File: src/rtl/lsu_pkg.sv
// Shared state encoding, funct3 codes and store byte-mask helper for the load/store unit.
package lsu_pkg;

    typedef logic [1:0] state_t;

    localparam state_t ST_IDLE = 2'd0;
    localparam state_t ST_WAIT = 2'd1;
    localparam state_t ST_RESP = 2'd2;

    localparam logic [2:0] F3_B  = 3'b000;
    localparam logic [2:0] F3_H  = 3'b001;
    localparam logic [2:0] F3_W  = 3'b010;
    localparam logic [2:0] F3_BU = 3'b100;
    localparam logic [2:0] F3_HU = 3'b101;

    // Store byte mask before lane shift; every undefined encoding behaves as a word.
    function automatic logic [3:0] base_mask(input logic [2:0] funct3);
        case (funct3)
            F3_B:    base_mask = 4'b0001;
            F3_H:    base_mask = 4'b0011;
            default: base_mask = 4'b1111;
        endcase
    endfunction

endpackage

File: src/rtl/lsu_align.sv
// Combinational lane logic: store shift/mask, load extract/extend, misalignment detect.
module lsu_align
    import lsu_pkg::*;
(
    input  logic        wen_i,
    input  logic [2:0]  funct3_i,
    input  logic [1:0]  off_i,
    input  logic [31:0] wdata_i,
    input  logic [31:0] rdata_i,
    output logic [7:0]  wmask_o,
    output logic [31:0] wdata_o,
    output logic [31:0] rdata_o,
    output logic        misalign_o
);

    logic [7:0]  mask_shift;
    logic [31:0] lane;
    logic        is_b;
    logic        is_h;

    always_comb begin
        // Lanes shifted past byte 3 fall off the word.
        mask_shift = {4'b0000, base_mask(funct3_i)} << off_i;
        wmask_o    = {4'b0000, mask_shift[3:0]};
        wdata_o    = wdata_i << {off_i, 3'b000};
        lane       = rdata_i >> {off_i, 3'b000};

        case (funct3_i)
            F3_B:    rdata_o = {{24{lane[7]}}, lane[7:0]};
            F3_H:    rdata_o = {{16{lane[15]}}, lane[15:0]};
            F3_BU:   rdata_o = {24'd0, lane[7:0]};
            F3_HU:   rdata_o = {16'd0, lane[15:0]};
            default: rdata_o = lane;
        endcase

        // The unsigned encodings only exist for loads.
        is_b       = (funct3_i == F3_B) || (!wen_i && (funct3_i == F3_BU));
        is_h       = (funct3_i == F3_H) || (!wen_i && (funct3_i == F3_HU));
        misalign_o = is_h ? off_i[0] : (!is_b && (off_i != 2'b00));
    end

endmodule

File: src/rtl/lsu_ctrl.sv
// Load/store unit FSM, latency counter and request/response registers.
// Optional feature macro: LSU_MISALIGN_TRAP_EN (misaligned requests answered with resp_err=1).
module lsu_ctrl
    import lsu_pkg::*;
#(
    parameter int unsigned MEM_LATENCY = 1
) (
    input  logic        clk,
    input  logic        rst_n,
    input  logic        req_valid,
    output logic        req_ready,
    input  logic        req_wen,
    input  logic [2:0]  req_funct3,
    input  logic [31:0] req_addr,
    input  logic [31:0] req_wdata,
    output logic        resp_valid,
    input  logic        resp_ready,
    output logic [31:0] resp_rdata,
    output logic        resp_err,
    output logic [31:0] mem_addr,
    output logic [7:0]  mem_wmask,
    output logic        mem_wen,
    output logic [31:0] mem_wdata,
    input  logic [31:0] mem_rdata
);

    localparam logic [3:0] CNT_INIT = 4'(MEM_LATENCY - 1);

    state_t      state_q, state_d;
    logic [3:0]  cnt_q, cnt_d;
    logic        wen_q, wen_d;
    logic [2:0]  f3_q, f3_d;
    logic [31:0] addr_q, addr_d;
    logic [31:0] wdata_q, wdata_d;
    logic [31:0] rdata_q, rdata_d;

    logic        accept;
    logic        in_wait;
    logic        sel_wen;
    logic [2:0]  sel_f3;
    logic [1:0]  sel_off;
    logic [31:0] sel_wdata;
    logic [7:0]  al_wmask;
    logic [31:0] al_wdata;
    logic [31:0] al_rdata;
    logic        al_misalign;

    assign req_ready  = (state_q == ST_IDLE);
    assign resp_valid = (state_q == ST_RESP);
    assign in_wait    = (state_q == ST_WAIT);
    assign accept     = req_valid && req_ready;

    // In IDLE the aligner looks at the live request so misalignment is known at accept.
    always_comb begin
        sel_wen   = req_ready ? req_wen        : wen_q;
        sel_f3    = req_ready ? req_funct3     : f3_q;
        sel_off   = req_ready ? req_addr[1:0]  : addr_q[1:0];
        sel_wdata = req_ready ? req_wdata      : wdata_q;
    end

    lsu_align u_align (
        .wen_i      (sel_wen),
        .funct3_i   (sel_f3),
        .off_i      (sel_off),
        .wdata_i    (sel_wdata),
        .rdata_i    (mem_rdata),
        .wmask_o    (al_wmask),
        .wdata_o    (al_wdata),
        .rdata_o    (al_rdata),
        .misalign_o (al_misalign)
    );

`ifdef LSU_MISALIGN_TRAP_EN
    logic err_q, err_d;
`else
    logic unused_misalign;
    assign unused_misalign = al_misalign;
`endif

    always_comb begin
        state_d = state_q;
        cnt_d   = cnt_q;
        wen_d   = wen_q;
        f3_d    = f3_q;
        addr_d  = addr_q;
        wdata_d = wdata_q;
        rdata_d = rdata_q;
`ifdef LSU_MISALIGN_TRAP_EN
        err_d   = err_q;
`endif
        case (state_q)
            ST_IDLE: begin
                if (accept) begin
                    wen_d   = req_wen;
                    f3_d    = req_funct3;
                    addr_d  = req_addr;
                    wdata_d = req_wdata;
                    rdata_d = '0;
                    cnt_d   = CNT_INIT;
                    state_d = ST_WAIT;
`ifdef LSU_MISALIGN_TRAP_EN
                    err_d   = al_misalign;
                    if (al_misalign) begin
                        state_d = ST_RESP;
                    end
`endif
                end
            end
            ST_WAIT: begin
                if (cnt_q == 4'd0) begin
                    rdata_d = wen_q ? 32'd0 : al_rdata;
                    state_d = ST_RESP;
                end else begin
                    cnt_d = cnt_q - 4'd1;
                end
            end
            ST_RESP: begin
                if (resp_ready) begin
                    state_d = ST_IDLE;
                end
            end
            default: state_d = ST_IDLE;
        endcase
    end

    always_ff @(posedge clk or negedge rst_n) begin
        if (!rst_n) begin
            state_q <= ST_IDLE;
            cnt_q   <= 4'd0;
            wen_q   <= 1'b0;
            f3_q    <= 3'd0;
            addr_q  <= 32'd0;
            wdata_q <= 32'd0;
            rdata_q <= 32'd0;
`ifdef LSU_MISALIGN_TRAP_EN
            err_q   <= 1'b0;
`endif
        end else begin
            state_q <= state_d;
            cnt_q   <= cnt_d;
            wen_q   <= wen_d;
            f3_q    <= f3_d;
            addr_q  <= addr_d;
            wdata_q <= wdata_d;
            rdata_q <= rdata_d;
`ifdef LSU_MISALIGN_TRAP_EN
            err_q   <= err_d;
`endif
        end
    end

    // The counter only counts down, so its load value marks the first WAIT cycle.
    assign mem_addr   = in_wait ? {addr_q[31:2], 2'b00} : 32'd0;
    assign mem_wmask  = (in_wait && wen_q) ? al_wmask : 8'd0;
    assign mem_wdata  = (in_wait && wen_q) ? al_wdata : 32'd0;
    assign mem_wen    = in_wait && wen_q && (cnt_q == CNT_INIT);
    assign resp_rdata = resp_valid ? rdata_q : 32'd0;
`ifdef LSU_MISALIGN_TRAP_EN
    assign resp_err   = resp_valid && err_q;
`else
    assign resp_err   = 1'b0;
`endif

endmodule
File: config.mk
export PLATFORM = sky130hd
export DESIGN_NAME = lsu_ctrl
export DESIGN_NICKNAME = d
export VERILOG_FILES = /design/src/rtl/lsu_pkg.sv /design/src/rtl/lsu_align.sv /design/src/rtl/lsu_ctrl.sv
export SDC_FILE = /design/constraint.sdc
export NUM_CORES = 1
export LEC_CHECK = 0
export BUFFER_PORTS_ARGS = -buffer_cell sky130_fd_sc_hd__buf_2
export CORE_MARGIN = 8
export CORE_UTILIZATION = 40
export CTS_CLUSTER_DIAMETER = 50
export DETAILED_ROUTE_END_ITERATION = 16
export PLACE_DENSITY = 0.66
export SLEW_MARGIN = 10
export SYNTH_ARGS = -nofsm -noshare
export SYNTH_HDL_FRONTEND = slang
export SYNTH_SLANG_ARGS = --single-unit
File: constraint.sdc
create_clock -name clk -period 2.95 [get_ports clk]
set_input_delay 0.1475 -clock clk [delete_from_list [all_inputs] [get_ports clk]]
set_output_delay 0.1475 -clock clk [all_outputs]
set_load 0.005 [all_outputs]
### After elaboration in Yosys (flattened, before gate mapping)

Cells that the tools add are included.

* flip-flop bits (word level): 106
* latch bits: 0
* RAM bits: 0
* memory bits (read-only): 0
* input port bits: 104
* output and inout port bits: 108
* word-level logic and storage cells: 51
* memories kept: 0

* $add $sub $neg: 1
* multiply operators: 0
* divide/modulo/power cells: 0
* order comparisons: 0
* eq/ne operators: 9
* shift-type cells: 3
* multiplexer cells: 20
* bitwise gates (word level): 0
* reduce and logical (&&, ||, !) cells: 11

Operators by type and width (number)
* 32-bit two-way mux: 7
* 32-bit one-hot mux with 4 select lines: 1
* 32-bit one-hot mux with 2 select lines: 1
* 32-bit by 5-bit left shift with 32-bit output: 1
* 32-bit by 5-bit >> shifter with 32-bit output: 1
* 4-bit one-hot mux with 2 select lines: 2
* 4-bit two-way mux: 3
* 3-bit AND reduction: 3
* 2-bit two-way mux: 4
* 3-bit equality test, second input constant: 2
* 2-bit by 1-bit != test with 1-bit output, second input constant: 3
* 2-bit one-hot mux with 3 select lines: 1
* 4-bit logical NOT: 1
* 4-bit by 2-bit left shift with 4-bit output: 1
* 4-bit by 1-bit subtractor with 4-bit output, second input constant: 1
* 3-bit by 1-bit equality test with 1-bit output, second input constant: 1
* 1-bit logical AND: 3
* 3-bit logical NOT: 1
* 3-bit two-way mux: 1
* 2-bit by 1-bit equality test with 1-bit output, second input constant: 1
* 2-bit equality test, second input constant: 1
* 2-bit logical NOT: 1
* 2-bit != test, second input constant: 1
* 2-bit AND reduction: 1
* 2-bit nonzero test: 1

### Depth between registers and ports, before layout

* word-level depth: 7
* depth in mapped cells: 10
* gate-level depth less buffers: 7

### Hierarchy

From an unflattened synthesis, not the netlist that was laid out.

* cell total of the unflattened synthesis: 629
* area, all modules: 6780.3 um^2

Modules (own cells, without submodules)
* lsu_ctrl: instances 1, cells an instance 418, area each 5263.8 um^2
* lsu_align: instances 1, cells an instance 211, area each 1516.5 um^2

### Worst setup path after synthesis

No wires, ideal clock.

* path kind: reg2reg
* from: register state_q[0]
* to: register rdata_q[29]
* arrival time: 2.145 ns
* path slack: 0.675 ns
* cell stages (with the launch flop): 11
* cells stage by stage: dfrtp_1 or2_1 buf_6 inv_4 mux2_1 buf_2 nand3_1 o21ai_1 a211oi_4 buf_6 o31ai_2

* word-level cells in the longest chain between the ends: 7
* elaborated cells between the ends (all ways): 18
* classes of those cells: eq/ne (6); shift (1); mux (6); reduce/logical (5)

RTL lines
* start, declared: line lsu_ctrl.sv:29 `state_t state_q, state_d;`
* start signal, assigned: line lsu_ctrl.sv:139 `state_q <= state_d;`
* 2-bit logical NOT: line lsu_ctrl.sv:48, lsu_ctrl.sv:91
* 2-bit two-way mux or 3-bit two-way mux (tied branches): line lsu_ctrl.sv:57, lsu_ctrl.sv:56
* 32-bit by 5-bit >> shifter with 32-bit output (tied with other cells): line lsu_align.sv:26 `lane = rdata_i >> {off_i, 3'b000};`
* 32-bit one-hot mux with 4 select lines: line lsu_align.sv:28 `case (funct3_i)`
* 32-bit two-way mux: line lsu_ctrl.sv:111 `rdata_d = wen_q ? 32'd0 : al_rdata;`
* 32-bit two-way mux: line lsu_ctrl.sv:110 `if (cnt_q == 4'd0) begin`
* 32-bit one-hot mux with 2 select lines: line lsu_ctrl.sv:91 `case (state_q)`
* end signal, assigned: line lsu_ctrl.sv:145 `rdata_q <= rdata_d;`
* end, declared: line lsu_ctrl.sv:35 `logic [31:0] rdata_q, rdata_d;`

Several ways; a longest one is shown, not always the timed one. The select of a mux whose other input is x is not followed.
A chain may end at the register's enable or synchronous reset.

### Worst setup path in the final report

* from: register state_q[1]
* to: output mem_wdata[22]

* word-level cells in the longest chain between the ends: 4
* elaborated cells between the ends (all ways): 7
* classes of those cells: eq/ne (1); shift (1); mux (3); reduce/logical (2)

RTL lines
* 2-bit logical NOT: line lsu_ctrl.sv:48 `assign req_ready = (state_q == ST_IDLE);`
* 32-bit two-way mux or 2-bit two-way mux (tied branches): line lsu_ctrl.sv:58, lsu_ctrl.sv:57
* 32-bit by 5-bit left shift with 32-bit output: line lsu_align.sv:25 `wdata_o = wdata_i << {off_i, 3'b000};`
* 32-bit two-way mux *: line lsu_ctrl.sv:155 `assign mem_wdata = (in_wait && wen_q) ? al_wdata : 32'd0;`
* end, declared: line lsu_ctrl.sv:23 `output logic [31:0] mem_wdata,`

Mark *: on every way between the ends. The rest lies on a longest branch, timed or not.

==> run summary <==
Async SR Flop Fraction: 100%
Io pins: 212
Per-cell routed wire length: 18.2 µm
Warnings from Yosys: 0
Yosys cell types: 50
Vias in the first global route: 5772
Met3 WL post-DR: 1370 µm
Routed Antenna Nets: 0
Port buffer count: 204
Net load switching power: 3.85 mW
Skew final: 0.00945 ns
Area Overhead vs Synth: 26.0%
Achievable Freq: 0.364 GHz
Clock Tree Buf Depth: 2
CP Cell Sequence: or2_2 -> inv_6 -> mux2_4 -> a21oi_1 -> nor2_1 -> a2111oi_2 -> buf_2
Pre-CTS WS: 0.246 ns
Register area share after synthesis: 42.0%
Clock power frac: 14.2%
DRT Pass-1 Iters: 5
Share of total power in combinational logic: 57.0%
# rows: 46
Total of max-cap violations: 0
Filler instances: 1514
Run status: complete, no violations
First-pass GRT wire length: 30600 µm
Post-Route M1 WL: 8540 µm
H-tree depth: 3
Vias per cell: 5.28
RSZ-0062 raised after global routing: false
Clock-pin slew of the registers on the worst-case setup and hold paths: 0.07 ns
DP HPWL: 14400 µm
Setup TNS: 0 ns
Layout cells sized above 1: 38.5%
Initial antenna violation count: 2
Final period utilization: 93.2%
Commonest non-fill, non-tap cells in the layout: buf_2, dfrtp_1, nand2_1
Slowest CP cell: mux2_4
Largest net degree at the start of global routing: 63
Met2 Wirelength: 9420 µm
Final Hold Viols: 0
Total CTS buffers: 9
Clk root buf: clkbuf_16
CP startpoint kind: register
First DRT Iteration DRCs: 324
Worst rel slew slack: 43.7%
Final #Nets: 960
Sw frac: 42.7%
Crit path DAT: 2.60 ns
GRT overflow: 0
Worst Hold Class: in2reg
Largest stage delay, worst path: 0.46 ns
Main synth FF type: dfrtp_1
Die Wd: 142 µm
Final GP Congestion: 0.865
Post-Route WL: 19700 µm
Worst setup EP type: output port
Worst EP required: 2.80 ns
Core area: 0.0157 mm²
Commonest non-fill, non-tap cell in the layout: buf_2
Die height: 142 µm
Setup slack after layout: 0.202 ns
Initial Util: 40.3%
DIE AREA: 0.0200 mm²
Slew @ Worst Pin: 0.845 ns
Syn_area_per_cell: 9.53 µm²
Flop pwr share: 28.7%
Final Power: 9.01 mW
#FFs+latches synth: 106
Number of enable-type register cells in the synthesized netlist: 0
CTS sink count: 106
Max IR drop VDD: 0.518 mV
Post-layout min period: 2.75 ns
Top sig layer: met5
Overall routing resource usage: 19.1%
Maximum net fanout on the critical path: 23
Final setup viols: 0
Worst-Skew Late Latency: 0.36 ns
Kind of critical path: reg2out
Final Max Slew Viols: 0
Post-Syn Area: 0.00631 mm²
Power density over the cells: 1130 mW/mm²
P_leak: 3.88 nW
Cell count after synthesis: 662
# DRC: 0
CTS tree: built
P_int: 5.17 mW
Total vias in the final route: 5690
## through the flow
stage | std cells | hold slack (ns) | cell area, µm² | utilization, %
3_3_place_gp | 1054 | 0.309 | 7570 | 48.4
5_1_grt | 1076 | 0.00344 | 7940 | 50.7
2_1_floorplan | 668 | -0.148 | 6330 | -
4_1_cts | 1071 | 0.00397 | 7900 | 50.5
6_report | 1077 | 0.0143 | 7950 | 50.8
3_5_place_dp | 1054 | 0.303 | 7570 | 48.4
## sequential cells by signal (all words and copies together), names as in the netlist
name	count
addr_q	32
rdata_q	32
wdata_q	32
cnt_q	4
f3_q	3
state_q	2
wen_q	1
## cell type report
type	count	area (µm²)	share of cell area (%)
Sequential cell	106	2650	33.4
Antenna cell	2	5.00	0.0630
Timing Repair Buffer	230	1260	15.8
Inverter	7	31.3	0.394
Clock inverter	7	85.1	1.07
Clock buffer	9	225	2.83
Tap cell	216	270	3.40
Multi-Input combinational cell	500	3420	43.0
## metal layers
| metal | global-route usage (%) | up-vias |
|---|---|---|
| met5 | 0 | - |
| met3 | 4.67 | 23 |
| met2 | 31.9 | 213 |
| met4 | 6.16 | 2 |
| li1 | - | 2701 |
| met1 | 23.9 | 2751 |
## path summary, 6_finish.rpt
path,slack [ns],to,depth (start not counted),from
worst max-delay path,0.20,mem_wdata[22],7,state_q[1]
worst min-delay path,0.01,state_q[1],2,resp_ready
worst max register to register,0.33,rdata_q[28],8,state_q[1]
worst min register to register,0.48,rdata_q[28],2,rdata_q[28]
max in group asynchronous,1.74,wdata_q[21],3,rst_n
min in group asynchronous,0.44,rdata_q[25],2,rst_n
## worst max-delay path, delay by kind of cell (launching register included)
kind | cells | cell delay (ns)
AOI/OAI and AO/OA | 2 | 0.58
muxes | 1 | 0.46
DFF | 1 | 0.44
and+or+nand+nor | 2 | 0.41
buffers and inverters | 2 | 0.35
## cell families (layout without fill, tap and decap cells)
group,count (synthesis),in the layout,synth area share [%]
AO/OA/AOI/OAI,132,132,14.5
AND/OR/NAND/NOR,248,248,19.1
XOR/XNOR,2,2,0.278
multiplexers,108,109,18.9
other,1,9,0.0594
adder cells (fa/ha/maj),2,2,0.397
buffers and inverters,63,253,4.68
flip-flops,106,106,42.0
## cell usage after synthesis (5+ instances only)
library cell,count,area share [%]
a211oi_1,25,3.0
a21oi_1,39,3.1
a22oi_1,8,0.95
a311oi_1,7,0.97
a32o_1,7,1.1
and2_1,77,7.6
buf_1,5,0.30
buf_2,12,0.95
buf_4,7,0.83
clkbuf_1,30,1.8
dfrtp_1,106,42
inv_1,5,0.30
mux2_2,68,12
mux2i_1,35,5.6
nand2_1,95,5.7
nand3_1,12,0.95
nor2_1,38,2.3
nor2b_1,10,0.99
o21ai_0,11,0.87
o21ai_1,9,0.71
o2bb2ai_1,7,0.97
o31ai_1,7,0.83
## power groups by stage
| stage | combinational (mW) | clock, mW | sequential [mW] |
|---|---|---|---|
| floorplan | 3.52 | 0 | 2.47 |
| global placement | 5.02 | 0 | 2.58 |
| detailed placement | 5.06 | 0 | 2.61 |
| CTS | 5.08 | 1.31 | 2.58 |
| global route | 5.65 | 1.37 | 2.69 |
| finish | 5.14 | 1.28 | 2.59 |
## timing repair
item / 4_1_cts / 5_1_grt
endpoints found under the setup margin: 2 / 9
gates resized for setup: 2 / 2
endpoints found under the hold margin: 61 / 0
pin swaps: 0 / 0
hold buffers: 1 / 0
cloned: 0 / 1
setup buffers: 0 / 3
Power figures use the tool's default switching activity.
